==> config.mk <==
export PLATFORM = sky130hd
export DESIGN_NAME = mul_div_unit_flat
export DESIGN_NICKNAME = d
export VERILOG_FILES = /design/src/rtl/mdu_pkg.sv /design/src/rtl/mdu_if.sv /design/src/rtl/mdu_sign_ctl.sv /design/src/rtl/mul_div_unit.sv /design/src/flat_wrapper.sv
export SDC_FILE = /design/constraint.sdc
export NUM_CORES = 1
export LEC_CHECK = 0
export ABC_CLOCK_PERIOD_IN_PS = 8580
export BUFFER_PORTS_ARGS = -buffer_cell sky130_fd_sc_hd__clkbuf_2
export CAP_MARGIN = 20
export CORE_MARGIN = 4
export CORE_UTILIZATION = 25
export DETAILED_ROUTE_END_ITERATION = 8
export GPL_TIMING_DRIVEN = 0
export SLEW_MARGIN = 30
export SYNTH_ARGS = -nofsm -noshare
export SYNTH_HDL_FRONTEND = slang
export SYNTH_HIERARCHICAL = 1
export SYNTH_SLANG_ARGS = --single-unit
==> constraint.sdc <==
create_clock -name clk -period 8.58 [get_ports clk]
set_clock_uncertainty 0.2 [all_clocks]
set_input_delay 0.858 -clock clk [delete_from_list [all_inputs] [get_ports clk]]
set_output_delay 0.858 -clock clk [all_outputs]
set_load 0.005 [all_outputs]
==> src/rtl/mdu_pkg.sv <==
// Shared definitions for the RV32M multiply/divide unit: op codes, FSM
// encodings, widths and op-classification helpers.
package mdu_pkg;

  localparam int XLEN  = 32;
  localparam int CNT_W = 6;

  localparam logic [2:0] OP_MUL    = 3'd0;
  localparam logic [2:0] OP_MULH   = 3'd1;
  localparam logic [2:0] OP_MULHSU = 3'd2;
  localparam logic [2:0] OP_MULHU  = 3'd3;
  localparam logic [2:0] OP_DIV    = 3'd4;
  localparam logic [2:0] OP_DIVU   = 3'd5;
  localparam logic [2:0] OP_REM    = 3'd6;
  localparam logic [2:0] OP_REMU   = 3'd7;

  localparam logic [1:0] S_IDLE   = 2'd0;
  localparam logic [1:0] S_CALC   = 2'd1;
  localparam logic [1:0] S_FINISH = 2'd2;

  function automatic logic is_div(input logic [2:0] op);
    return op[2];
  endfunction

  function automatic logic is_rem(input logic [2:0] op);
    return op[2] & op[1];
  endfunction

  function automatic logic is_signed_a(input logic [2:0] op);
    return (op == OP_MUL) || (op == OP_MULH) || (op == OP_MULHSU) ||
           (op == OP_DIV) || (op == OP_REM);
  endfunction

  function automatic logic is_signed_b(input logic [2:0] op);
    return (op == OP_MUL) || (op == OP_MULH) || (op == OP_DIV) || (op == OP_REM);
  endfunction

endpackage

==> src/rtl/mdu_if.sv <==
// Request/response bundle between the execute stage and the MDU.
interface mdu_if;
  import mdu_pkg::*;

  logic            start;
  logic [2:0]      op;
  logic [XLEN-1:0] rs1_data;
  logic [XLEN-1:0] rs2_data;
  logic            busy;
  logic            done;
  logic [XLEN-1:0] result;
  logic [1:0]      dbg_state;

  modport master (output start, op, rs1_data, rs2_data,
                  input  busy, done, result, dbg_state);
  modport slave  (input  start, op, rs1_data, rs2_data,
                  output busy, done, result, dbg_state);
endinterface

==> src/rtl/mdu_sign_ctl.sv <==
// Combinational sign handling: operand magnitudes and result sign at start,
// sign correction and word selection at finish.
module mdu_sign_ctl
  import mdu_pkg::*;
(
  input  logic [2:0]      op_i,
  input  logic [XLEN-1:0] rs1_i,
  input  logic [XLEN-1:0] rs2_i,
  output logic [XLEN-1:0] mag_a_o,
  output logic [XLEN-1:0] mag_b_o,
  output logic            neg_o,
  input  logic [2:0]      fin_op_i,
  input  logic            fin_neg_i,
  input  logic [XLEN-1:0] acc_i,
  input  logic [XLEN-1:0] lo_i,
  output logic [XLEN-1:0] result_o
);
  logic            sa, sb;
  logic [2*XLEN-1:0] prod, prod_s;
  logic [XLEN-1:0] word;

  assign sa      = is_signed_a(op_i) & rs1_i[XLEN-1];
  assign sb      = is_signed_b(op_i) & rs2_i[XLEN-1];
  assign mag_a_o = sa ? (XLEN'(0) - rs1_i) : rs1_i;
  assign mag_b_o = sb ? (XLEN'(0) - rs2_i) : rs2_i;

  // Remainder follows the dividend; a zero-divisor quotient is never negated
  // so it stays all-ones.
  always_comb begin
    if (is_rem(op_i))                      neg_o = sa;
    else if (is_div(op_i) && rs2_i == '0)  neg_o = 1'b0;
    else                                   neg_o = sa ^ sb;
  end

  assign prod   = {acc_i, lo_i};
  assign prod_s = fin_neg_i ? ((2*XLEN)'(0) - prod) : prod;

  always_comb begin
    word = '0;
    if (!is_div(fin_op_i))     word = (fin_op_i == OP_MUL) ? prod_s[XLEN-1:0] : prod_s[2*XLEN-1:XLEN];
    else if (is_rem(fin_op_i)) word = fin_neg_i ? (XLEN'(0) - acc_i) : acc_i;
    else                       word = fin_neg_i ? (XLEN'(0) - lo_i) : lo_i;
  end
  assign result_o = word;
endmodule

==> src/rtl/mul_div_unit.sv <==
// Iterative RV32M multiply/divide unit (shift-add / restoring divide).
// Optional MDU_EARLY_OUT_EN skips iteration for zero operands and divide specials.
module mul_div_unit
  import mdu_pkg::*;
(
  input  logic clk,
  input  logic rst,
  mdu_if.slave bus
);
  // Handshake: start is sampled only in IDLE; busy is high from the accepting
  // edge until the result edge; done pulses one cycle with result valid.
  logic [1:0]       state_q, state_d;
  logic [CNT_W-1:0] cnt_q, cnt_d;
  logic [2:0]       op_q, op_d;
  logic             neg_q, neg_d, busy_q, busy_d, done_q, done_d, early_q, early_d;
  logic [XLEN-1:0]  acc_q, acc_d, lo_q, lo_d, opa_q, opa_d, result_q, result_d;

  logic [XLEN-1:0]  mag_a, mag_b, fin_result, mcand;
  logic             neg_start;
  logic [XLEN:0]    sum, shifted, diff;

  mdu_sign_ctl u_sign (
    .op_i(bus.op), .rs1_i(bus.rs1_data), .rs2_i(bus.rs2_data),
    .mag_a_o(mag_a), .mag_b_o(mag_b), .neg_o(neg_start),
    .fin_op_i(op_q), .fin_neg_i(neg_q), .acc_i(acc_q), .lo_i(lo_q),
    .result_o(fin_result)
  );

  // acc:lo is the product register (multiply) or remainder:quotient (divide).
  assign mcand   = lo_q[0] ? opa_q : '0;
  assign sum     = {1'b0, acc_q} + {1'b0, mcand};
  assign shifted = {acc_q, lo_q[XLEN-1]};
  assign diff    = shifted - {1'b0, opa_q};

  always_comb begin
    state_d = state_q; cnt_d = cnt_q; op_d = op_q; neg_d = neg_q;
    busy_d = busy_q; done_d = 1'b0; early_d = early_q;
    acc_d = acc_q; lo_d = lo_q; opa_d = opa_q; result_d = result_q;
    case (state_q)
      S_IDLE: if (bus.start) begin
        op_d    = bus.op;
        neg_d   = neg_start;
        cnt_d   = '0;
        busy_d  = 1'b1;
        acc_d   = '0;
        lo_d    = is_div(bus.op) ? mag_a : mag_b;
        opa_d   = is_div(bus.op) ? mag_b : mag_a;
        state_d = S_CALC;
`ifdef MDU_EARLY_OUT_EN
        if (is_div(bus.op) && bus.rs2_data == '0) begin
          lo_d = '1; acc_d = mag_a; state_d = S_FINISH; early_d = 1'b1;
        end else if (is_signed_a(bus.op) && is_div(bus.op) &&
                     bus.rs1_data == {1'b1, {(XLEN-1){1'b0}}} && bus.rs2_data == '1) begin
          state_d = S_FINISH; early_d = 1'b1;
        end else if (!is_div(bus.op) && (bus.rs1_data == '0 || bus.rs2_data == '0)) begin
          lo_d = '0; state_d = S_FINISH; early_d = 1'b1;
        end
`endif
      end
      S_CALC: begin
        cnt_d = cnt_q + 1'b1;
        if (is_div(op_q)) begin
          if (!diff[XLEN]) begin acc_d = diff[XLEN-1:0];    lo_d = {lo_q[XLEN-2:0], 1'b1}; end
          else             begin acc_d = shifted[XLEN-1:0]; lo_d = {lo_q[XLEN-2:0], 1'b0}; end
        end else begin
          acc_d = sum[XLEN:1];
          lo_d  = {sum[0], lo_q[XLEN-1:1]};
        end
        if (cnt_q == CNT_W'(XLEN-1)) state_d = S_FINISH;
      end
      S_FINISH: begin
        // Early-out spends one settling cycle here so done lands 2 cycles after start.
        if (early_q) early_d = 1'b0;
        else begin
          result_d = fin_result;
          done_d   = 1'b1;
          busy_d   = 1'b0;
          state_d  = S_IDLE;
        end
      end
      default: state_d = S_IDLE;
    endcase
  end

  always_ff @(posedge clk or posedge rst) begin
    if (rst) begin
      state_q <= S_IDLE; cnt_q <= '0; op_q <= '0; neg_q <= 1'b0;
      busy_q <= 1'b0; done_q <= 1'b0; early_q <= 1'b0;
      acc_q <= '0; lo_q <= '0; opa_q <= '0; result_q <= '0;
    end else begin
      state_q <= state_d; cnt_q <= cnt_d; op_q <= op_d; neg_q <= neg_d;
      busy_q <= busy_d; done_q <= done_d; early_q <= early_d;
      acc_q <= acc_d; lo_q <= lo_d; opa_q <= opa_d; result_q <= result_d;
    end
  end

  assign bus.busy      = busy_q;
  assign bus.done      = done_q;
  assign bus.result    = result_q;
  assign bus.dbg_state = state_q;
endmodule

==> src/flat_wrapper.sv <==
// flat-port wrapper written by rule: the top's interface ports become plain ports
module mul_div_unit_flat import mdu_pkg::*;
  (clk, rst, bus_start, bus_op, bus_rs1_data, bus_rs2_data, bus_busy, bus_done, bus_result, bus_dbg_state);
  mdu_if bus_i ();
  input  logic clk;
  input  logic rst;
  input wire logic [$bits(bus_i.start)-1:0] bus_start;
  input wire logic [$bits(bus_i.op)-1:0] bus_op;
  input wire logic [$bits(bus_i.rs1_data)-1:0] bus_rs1_data;
  input wire logic [$bits(bus_i.rs2_data)-1:0] bus_rs2_data;
  output wire logic [$bits(bus_i.busy)-1:0] bus_busy;
  output wire logic [$bits(bus_i.done)-1:0] bus_done;
  output wire logic [$bits(bus_i.result)-1:0] bus_result;
  output wire logic [$bits(bus_i.dbg_state)-1:0] bus_dbg_state;
  assign bus_i.start = bus_start;
  assign bus_i.op = bus_op;
  assign bus_i.rs1_data = bus_rs1_data;
  assign bus_i.rs2_data = bus_rs2_data;
  assign bus_busy = bus_i.busy;
  assign bus_done = bus_i.done;
  assign bus_result = bus_i.result;
  assign bus_dbg_state = bus_i.dbg_state;
  mul_div_unit u_core (.clk(clk), .rst(rst), .bus(bus_i));
endmodule
After elaboration in Yosys (flattened, before gate mapping). Cells that the tools add are included.

Bits of input ports: 70. Register bits after elaboration: 142. ROM bits: 0. Latch bits: 0. Output and inout bits: 36. RAM bits: 0. Memories: 0. Word-level logic and storage cells: 78.

Div/mod/pow operators: 0. Order comparisons: 0. Shift operators: 0. $add $sub $neg: 8. Eq/ne operators: 9. Muxes and demuxes: 29. $mul: 0. Reduce and logical (&&, ||, !) cells: 17. Bitwise operators: 5.

Operator list (number): $mux W32 (15); $pmux W32 S2 (2); $sub A1 B32 Y32 const A (4); $mux W64 (1); $sub A1 B64 Y64 const A (1); $add A32 B32 Y33 (1); $sub A33 B32 Y33 (1); $logic_not A32 Y1 (1); $pmux W6 S2 (1); $reduce_and A2 Y1 (4); $add A6 B1 Y6 const B (1); $eq A3 B3 Y1 const B (2); $eq A6 B5 Y1 const B (1); $logic_not A3 Y1 (2); $logic_or A1 B1 Y1 (6); $mux W6 (1); $mux W1 (5); $and A1 B1 Y1 (4); $mux W2 (2); $pmux W2 S2 (1); $reduce_bool A2 Y1 (2); $eq A3 B1 Y1 const B (1); $eq A3 B2 Y1 const B (1); $eq A2 B1 Y1 const B (1); other kinds (7) (7).

Longest topological paths before layout. Gate-level depths: netlist of run 1.

Depth in word-level cells: 10. Depth in mapped cells: 15. Gate-level depth less buffers: 14.

Modules after synthesis. Netlist of run 1, hierarchy kept.

Modules (own cells, without submodules): mul_div_unit (seq. area each 3553.4 µm², area each 10467.5 µm², cells an instance 1206, times used 1); mdu_sign_ctl (seq. area each 0.0 µm², area each 4336.7 µm², cells an instance 679, times used 1).

Worst setup path after synthesis of run 1. Ideal clock, no wire load.

Kind: input to register. From: in bus_rs2_data[4]. To: reg u_core.lo_q[28]. Arrival time: 3240 ps. Required time: 8245 ps. Path slack: 5005 ps. Setup time: 135 ps. Cell stages on the path: 10. Path through: or3_1 > or3b_2 > or2_1 > clkbuf_1 > nor4_2 > a31oi_1 > xor2_1 > mux2_2 > a21oi_1 > o21ai_0.

Longest elaborated chain between the ends: 5.

RTL lines: from (decl) (line flat_wrapper.sv:10) `input wire logic [$bits(bus_i.rs2_data)-1:0] bus_rs2_data;`; $sub A1 B32 Y32 (line mdu_sign_ctl.sv:25) `assign mag_b_o = sb ? (XLEN'(0) - rs2_i) : rs2_i;`; $mux W32 (line mdu_sign_ctl.sv:25); named net u_core.mag_b[28] (line mul_div_unit.sv:18) `logic [XLEN-1:0] mag_a, mag_b, fin_result, mcand;`; $mux W32 (line mul_div_unit.sv:46) `lo_d = is_div(bus.op) ? mag_a : mag_b;`; $mux W32 (line mul_div_unit.sv:40) `S_IDLE: if (bus.start) begin`; $pmux W32 S2 (line mul_div_unit.sv:39) `case (state_q)`; to (signal assigned) (line mul_div_unit.sv:89) `acc_q <= '0; lo_q <= '0; opa_q <= '0; result_q <= '0;`; to (signal assigned) (line mul_div_unit.sv:93) `acc_q <= acc_d; lo_q <= lo_d; opa_q <= opa_d; result_q <= result_d;`; to (decl) (line mul_div_unit.sv:16) `logic [XLEN-1:0] acc_q, acc_d, lo_q, lo_d, opa_q, opa_d, result_q, result_d;`.

The timed path passes the listed nets, and every way through them passes these cells. The select of a mux whose other input is x is not followed. A chain may end at the register's enable or synchronous reset.

Worst setup path after layout of run 1.
From: reg u_core.lo_q[0]. To: reg u_core.acc_q[31].

Longest elaborated chain between the ends: 4.

RTL lines: $mux W32 (line mul_div_unit.sv:30) `assign mcand = lo_q[0] ? opa_q : '0;`; $add A32 B32 Y33 (line mul_div_unit.sv:31) `assign sum = {1'b0, acc_q} + {1'b0, mcand};`; $mux W32 (line mul_div_unit.sv:62) `if (is_div(op_q)) begin`; $pmux W32 S2 (line mul_div_unit.sv:39); to (signal assigned) (line mul_div_unit.sv:89); to (signal assigned) (line mul_div_unit.sv:93); to (decl) (line mul_div_unit.sv:16).

Every way passes these cells.

==> reports/metrics.yaml, run 1 <==
logic_synthesis:
  synthTopCellsByArea: "dfrtp_1 24%, a21oi_1 6.2%, ha_1 5.8%"
  syn_inst: 1885
  async_flop_share_pct: 100.0
  synth_nets: 2026
  synth_warnings: 6
  yosys-top-cells-count: "185 x nor2_1, 184 x a21oi_1, 147 x nand2_1"
  syn_area_per_cell_sq_um: 7.854
  synth_cell_types: 86
  ys_ff_latch: 142
  yosysSeqAreaShare_pct: 24.00
  synthesis.area_sq_um: 14800
  synthFlopType: "dfrtp_1"
  yosysTopAreaCell: "dfrtp_1"
  synth_top_area_share_pct: 24.00
  yosysMostFrequentCell: "nor2_1"
  synth_edf_count: 0
cts:
  clkLatencyLatePin_ns: 0.45
  cts_hold_buf: 0
  cts_resized: 0
  clkSlewWorstSetupHoldPaths_ns: 0.08
  cts_root_buf: "clkbuf_16"
  cts.path.max_buffers: 2
  clock_sinks: 142
  postCtsSetupBuffers: 0
  cts_tree: "built"
  numCtsBuffers: 17
  h-tree-depth: 4
setup_path:
  startpoint_type: "flop"
  worstPathCellList: "clkbuf_1, and2_1, ha_1, inv_1, fa_1, nand2b_1, a21oi_1, o31a_1, o21ai_1, o31a_1, o2111a_1, o21ai_0, a221oi_1, a221oi_1"
  required_ns: 8.72
  endpoint_kind: "flop"
  worstPathArrival_ns: 4.82
  cp_max_fo: 11
  cp_slowest_stage_delay_ns: 0.67
  slowest_stage: "dfrtp_1"
  worstSetupPathType: "reg2reg"
timing:
  tns_ns: 0
  post-route-period-util_pct: 54.48
  layout_min_cycle_time_ns: 4.674
  setup_viol: 0
  worst_pin_slew_ns: 0.9152
  max_freq_mhz: 213.9
  setup_slack_ns: 3.906
  hold_viol: 0
  rsz0062_at_grt: "false"
  max_slew_margin_pct: 38.42
  slew_viol_final: 0
floorplanning:
  rows: 88
  initial_core_util_pct: 25.46
  ioPinCount: 106
  die_y_um: 251.3
  core_sq_um: 58140
  die_area_sq_um: 63170
  die_w_um: 251.3
detailed_routing:
  wl_per_cell_um: 20.32
  drt_iter0_markers: 1834
  dr.pass1.iters: 8
  post-route-drc-count: 0
  viasPerCell: 5.432
  totalWireLength_mm: 56.66
  via_count: 15140
  ant_nets: 0
finish:
  layout-drive-gt1-share_pct: 12.51
  nets: 2151
  multi_input_area_sq_um: 10550
  area_growth_pct: 14.46
  num-fill-cells: 6418
  final-seq-area_sq_um: 3553
  diodes: 0
  finalInstanceArea_sq_um: 16950
  stdcell_count: 2788
worst_hold_path:
  hp-class: "in2async"
placed_design:
  port_buffers: 105
  placed_area_sq_um: 16330
  dp_slack_ns: 4.033
  dp.cells: 2756
  place.gp.congestion: 0.9835
  place_hpwl_mm: 44.40
grt:
  antenna_found_initial: 0
  met2_usage_pct: 26.10
  grt_usage_pct: 17.12
  grt_util_met1_pct: 23.50
  globalRouteOverflowTotal: 0
  grt_max_degree: 76
  use_met3_pct: 3.207
  grt_pass1_vias: 14010
  busiest_layer: "met2"
  grt_pass1_wl_mm: 84.81
power:
  power_leakage_nw: 7.060
  p_sw_share_pct: 52.94
  power.share.sequential_pct: 23.7
  power.switching_mw: 3.452
  p_int_mw: 3.069
  power_frac_clock_pct: 12.2
  power_density_nw_per_um2: 384.9
  combPwrFrac_pct: 64.0
  ir_drop_v: 0.0002093
outcome:
  status: "finished, final reports clean"
run:
  cap_viol_max_count: 0
==> final cells by class <==
class	count	area share, %
Clock inverter	15	1.100
Sequential cell	142	20.97
Timing Repair Buffer	106	3.264
Tap cell	765	5.649
Inverter	75	1.706
Buffer	105	2.540
Multi-Input combinational cell	1563	62.26
Clock buffer	17	2.511
==> path summary, 6_finish.rpt <==
check	start	end	slack, ns	depth (start not counted)
setup / recovery	u_core/lo_q[0]	u_core/acc_q[31]	3.91	14
hold / removal	rst	u_core/opa_q[12]	0.23	2
setup reg to reg	u_core/lo_q[0]	u_core/acc_q[31]	3.91	14
hold reg to reg	u_core/cnt_q[5]	u_core/cnt_q[5]	0.30	1
max in group asynchronous	rst	u_core/bus.result[2]	7.16	3
min in group clk	u_core/cnt_q[5]	u_core/cnt_q[5]	0.30	1
==> worst max-delay path: cells and delay by family (launching register included) <==
| family | cells | cell delay (ns) |
|---|---|---|
| buffers and inverters | 2 | 0.48 |
| AOI/OAI and AO/OA | 8 | 2.25 |
| adders and majority gates | 2 | 0.55 |
| DFF | 1 | 0.67 |
| and+or+nand+nor | 2 | 0.40 |
==> per-stage QoR <==
stage / hold WS, ns / util [%] / power, mW
finish: 0.2290 / 29.15 / 6.521
global route: 0.3014 / 29.15 / 6.992
CTS: 0.2931 / 29.14 / 6.428
detailed placement: 0.2876 / 28.08 / 5.607
global placement: 0.2809 / 28.02 / 5.595
floorplan: 0.2492 / - / 4.313
==> placed cells by master, fill, tap and decap left out, drive strengths merged, types with 17 or more instances in the layout <==
master	synthesis	layout
o21ai	160	160
nand2b	17	17
nor3	33	33
o41ai	17	17
mux2	71	71
or4	17	17
and2	43	43
nand3	46	46
a21oi	184	184
nor2	185	185
inv	74	85
buf	22	23
nor4	29	29
nand2	147	147
a22oi	27	27
clkbuf	83	205
nand4	24	24
mux2i	79	79
dfrtp	142	142
a21o	24	24
xnor2	89	89
xor2	71	71
ha	69	69
o31ai	26	26
==> registers in the layout, summed over array words and instances (netlist names) <==
signal and count:
u_core/acc_q 32, u_core/bus.busy 1, u_core/bus.dbg_state 2, u_core/bus.done 1, u_core/bus.result 32, u_core/cnt_q 6, u_core/lo_q 32, u_core/neg_q 1
u_core/op_q 3, u_core/opa_q 32
==> logic make-up (layout without fill, tap and decap cells) <==
group,Yosys count,after routing,synth area share [%]
and+or+nand+nor,608,608,20.39
xor gates and xnor gates,160,160,9.517
AOI/OAI and AO/OA,573,573,24.28
DFF,142,142,24.00
muxes,151,151,10.89
adders and majority gates,71,71,6.102
buffers and inverters,180,318,4.809
==> power by group through the flow <==
stage	logic, mW	clock network [mW]	registers, mW
CTS	4.10	0.811	1.52
finish	4.18	0.799	1.55
global placement	4.06	0	1.53
floorplan	3.04	0	1.27
global route	4.58	0.840	1.58
detailed placement	4.07	0	1.54
==> layer usage <==
metal	routed length (um)	part of all wire (%)	vias to the layer above
li1	-	-	7140
met1	25170	44	7213
met2	24360	43	682
met3	4440	7.8	109
met4	2696	4.8	0
met5	0	0	-
(Power assumes the default switching activity.)
==> run 2: changes to the inputs <==
--- a/config.mk
+++ b/config.mk
@@ -5,7 +5,7 @@
 export SDC_FILE = /design/constraint.sdc
 export NUM_CORES = 1
 export LEC_CHECK = 0
-export ABC_CLOCK_PERIOD_IN_PS = 8580
+export ABC_CLOCK_PERIOD_IN_PS = 4050
 export BUFFER_PORTS_ARGS = -buffer_cell sky130_fd_sc_hd__clkbuf_2
 export CAP_MARGIN = 20
 export CORE_MARGIN = 4
==> constraint.sdc (replaced) <==
create_clock -name clk -period 4.05 [get_ports clk]
set_clock_uncertainty 0.2 [all_clocks]
set_input_delay 0.405 -clock clk [delete_from_list [all_inputs] [get_ports clk]]
set_output_delay 0.405 -clock clk [all_outputs]
set_load 0.005 [all_outputs]
==> run 2 against run 1 <==
Net effect:
- non-clock buffer count up 11
- global-route usage is 0.26 points higher
- clock power up 110%
- setup slack got worse by 3.8 ns
- core utilization rose by 0.37 points
- flip-flop and latch count unchanged
- critical endpoint is now u_core/acc_q[25]
- highest routed layer unchanged
==> reports/metrics.yaml, run 2 (synthesis gave the netlist of run 1 again) <==
outcome:
  status: "finished, final reports clean"
timing:
  max_slew_margin_pct: 35.00  # -3.4 points
  setup_viol: 0  # unchanged
  hold_viol: 0  # unchanged
  tns_ns: 0  # unchanged
  max_freq_mhz: 254.5  # +19%
  slew_viol_final: 0  # unchanged
  layout_min_cycle_time_ns: 3.930  # -0.7445 ns
  hold_ws_ns: 0.04906  # -0.1800 ns
  post-route-period-util_pct: 97.03  # +43 points
  worst_pin_slew_ns: 0.9660  # +0.05083 ns
grt:
  antenna_found_initial: 3  # +3
  grt_pass1_vias: 14340  # +2.3%
  globalRouteOverflowTotal: 0  # unchanged
  grt_usage_pct: 17.38  # +0.26 points
  grt_pass1_wl_mm: 86.23  # +1.7%
  grt_max_degree: 27  # -64%
cts:
  h-tree-depth: 4  # unchanged
  numCtsBuffers: 17  # unchanged
  clock_sinks: 142  # unchanged
  cts_tree: "built"
  clkSlewWorstSetupHoldPaths_ns: 0.07  # about the same
  cts.path.max_buffers: 2  # unchanged
  cts_root_buf: "clkbuf_16"
  clkLatencyLatePin_ns: 0.46  # about the same
worst_hold_path:
  hp-class: "in2reg"
finish:
  nets: 2162  # +0.51%
  final_common_cell: "nor2_1"
  fin_util_pct: 29.52  # +0.37 points
  layout-drive-gt1-share_pct: 13.42  # +0.92 points
  area_growth_pct: 15.92
  layout_common_cells: "185 x nor2_1, 182 x a21oi_1, 147 x nand2_1"
  finalInstanceArea_sq_um: 17160  # +1.3%
detailed_routing:
  dr.pass1.iters: 9  # +1
  drt_iter0_markers: 1641  # -11%
  via_count: 15250  # +0.68%
  wl_per_cell_um: 20.37  # +0.21%
  ant_nets: 0  # unchanged
  post-route-drc-count: 0  # unchanged
  totalWireLength_mm: 57.06  # +0.72%
  viasPerCell: 5.441  # +0.18%
power:
  combPwrFrac_pct: 64.7  # +0.7 points
  power_density_nw_per_um2: 809.4  # +110%
  p_int_mw: 6.544  # +110%
  ir_drop_v: 0.0004490  # +110%
  power.share.sequential_pct: 23.4  # -0.3 points
  power.switching_mw: 7.347  # +110%
  p_sw_share_pct: 52.89  # about the same
  p_total_mw: 13.89  # +110%
  power_frac_clock_pct: 11.9  # -0.3 points
  power_leakage_nw: 7.144  # +1.2%
floorplanning:
  initial_core_util_pct: 25.46  # unchanged
  die_w_um: 251.3  # unchanged
  ioPinCount: 106  # unchanged
  core_sq_um: 58140  # unchanged
  rows: 88  # unchanged
  die_area_sq_um: 63170  # unchanged
  die_y_um: 251.3  # unchanged
setup_path:
  worstSetupPathType: "reg2reg"
  cp_max_fo: 10  # -1
  required_ns: 4.16  # -4.56 ns
  endpoint_kind: "flop"
  startpoint_type: "flop"
  worstPathArrival_ns: 4.04  # -0.78 ns
placed_design:
  port_buffers: 105  # unchanged
  place.gp.congestion: 0.9784  # -0.52%
  place_hpwl_mm: 44.85  # +1.0%
  placed_area_sq_um: 16490  # +0.99%
run:
  cap_viol_max_count: 0  # unchanged
[run 2: cell types whose count changed in the layout (fill, tap and decap cells not counted), moves of 4 or more]
cell	previous run	this run
buf_16	1	6
buf_4	2	6
dfrtp_1	142	138
dfrtp_2	0	4
[run 2: cell type report]
cell class,count,area [sq um]
repair buffers,117,750.7
fillers,6359,40970
diodes,3,7.507
clock buffers,17,425.4
flip-flops and latches,142,3558
plain buffers,105,431.7
well taps,765,957.2
inverters,75,285.3
multi-input cells,1563,10570
clock inverters,15,175.2
[run 2: stage by stage]
| stage | std cells | worst slack (ns) |
|---|---|---|
| 5_1_grt | 2802 | -0.02693 |
| 6_report | 2802 | 0.1204 |
| 4_1_cts | 2798 | 0.004463 |
| 3_5_place_dp | 2763 | -0.4414 |
| 2_1_floorplan | 1885 | 0.6638 |
| 3_3_place_gp | 2755 | -0.4335 |
[run 2: layer usage]
layer	global-route usage (%)	vias up	part of all wire (%)
met4	8.115	0	4.5
met3	3.042	108	7.5
met5	0	-	0
met2	26.73	715	44
li1	-	7180	-
met1	23.74	7244	44
[run 2: worst paths after layout]
kind / from / to / slack (ns) / cells after the start
setup / recovery: u_core/lo_q[0] / u_core/acc_q[25] / 0.12 / 14
setup reg to reg: u_core/lo_q[0] / u_core/acc_q[25] / 0.12 / 14
min in group asynchronous: rst / u_core/op_q[1] / 0.34 / 3
hold / removal: bus_op[0] / u_core/op_q[0] / 0.05 / 2
hold reg to reg: u_core/bus.result[5] / u_core/bus.result[5] / 0.30 / 1
max in group asynchronous: rst / u_core/acc_q[11] / 2.16 / 8
[run 2: power groups by stage]
| stage | combinational [mW] | clock, mW | sequential (mW) |
|---|---|---|---|
| after CTS | 8.75 | 1.69 | 3.20 |
| after global routing | 9.91 | 1.74 | 3.31 |
| after global placement | 8.59 | 0 | 3.24 |
| after detailed placement | 8.65 | 0 | 3.24 |
| final | 8.98 | 1.66 | 3.25 |
| after floorplan | 6.45 | 0 | 2.69 |
[run 2: worst max-delay path, stage by stage (launching register included)]
cell and delay [ns]:
dfrtp_2 0.44, buf_2 0.21, and2_1 0.18, ha_1 0.21
inv_1 0.07, fa_1 0.18, nand2b_1 0.18, a21oi_2 0.09
o31a_1 0.28, o21ai_1 0.50, o31a_1 0.32, o21ai_0 0.21
a221oi_1 0.36, xor2_1 0.25, o211ai_1 0.11
[run 2: timing repair]
action / 4_1_cts / 5_1_grt
endpoints found under the hold margin: 18 / 0
hold buffers: 1 / 0
buffers inserted: 2 / 1
pin swaps: 0 / 1
endpoints found under the setup margin: 12 / 32
gates resized for setup: 4 / 10
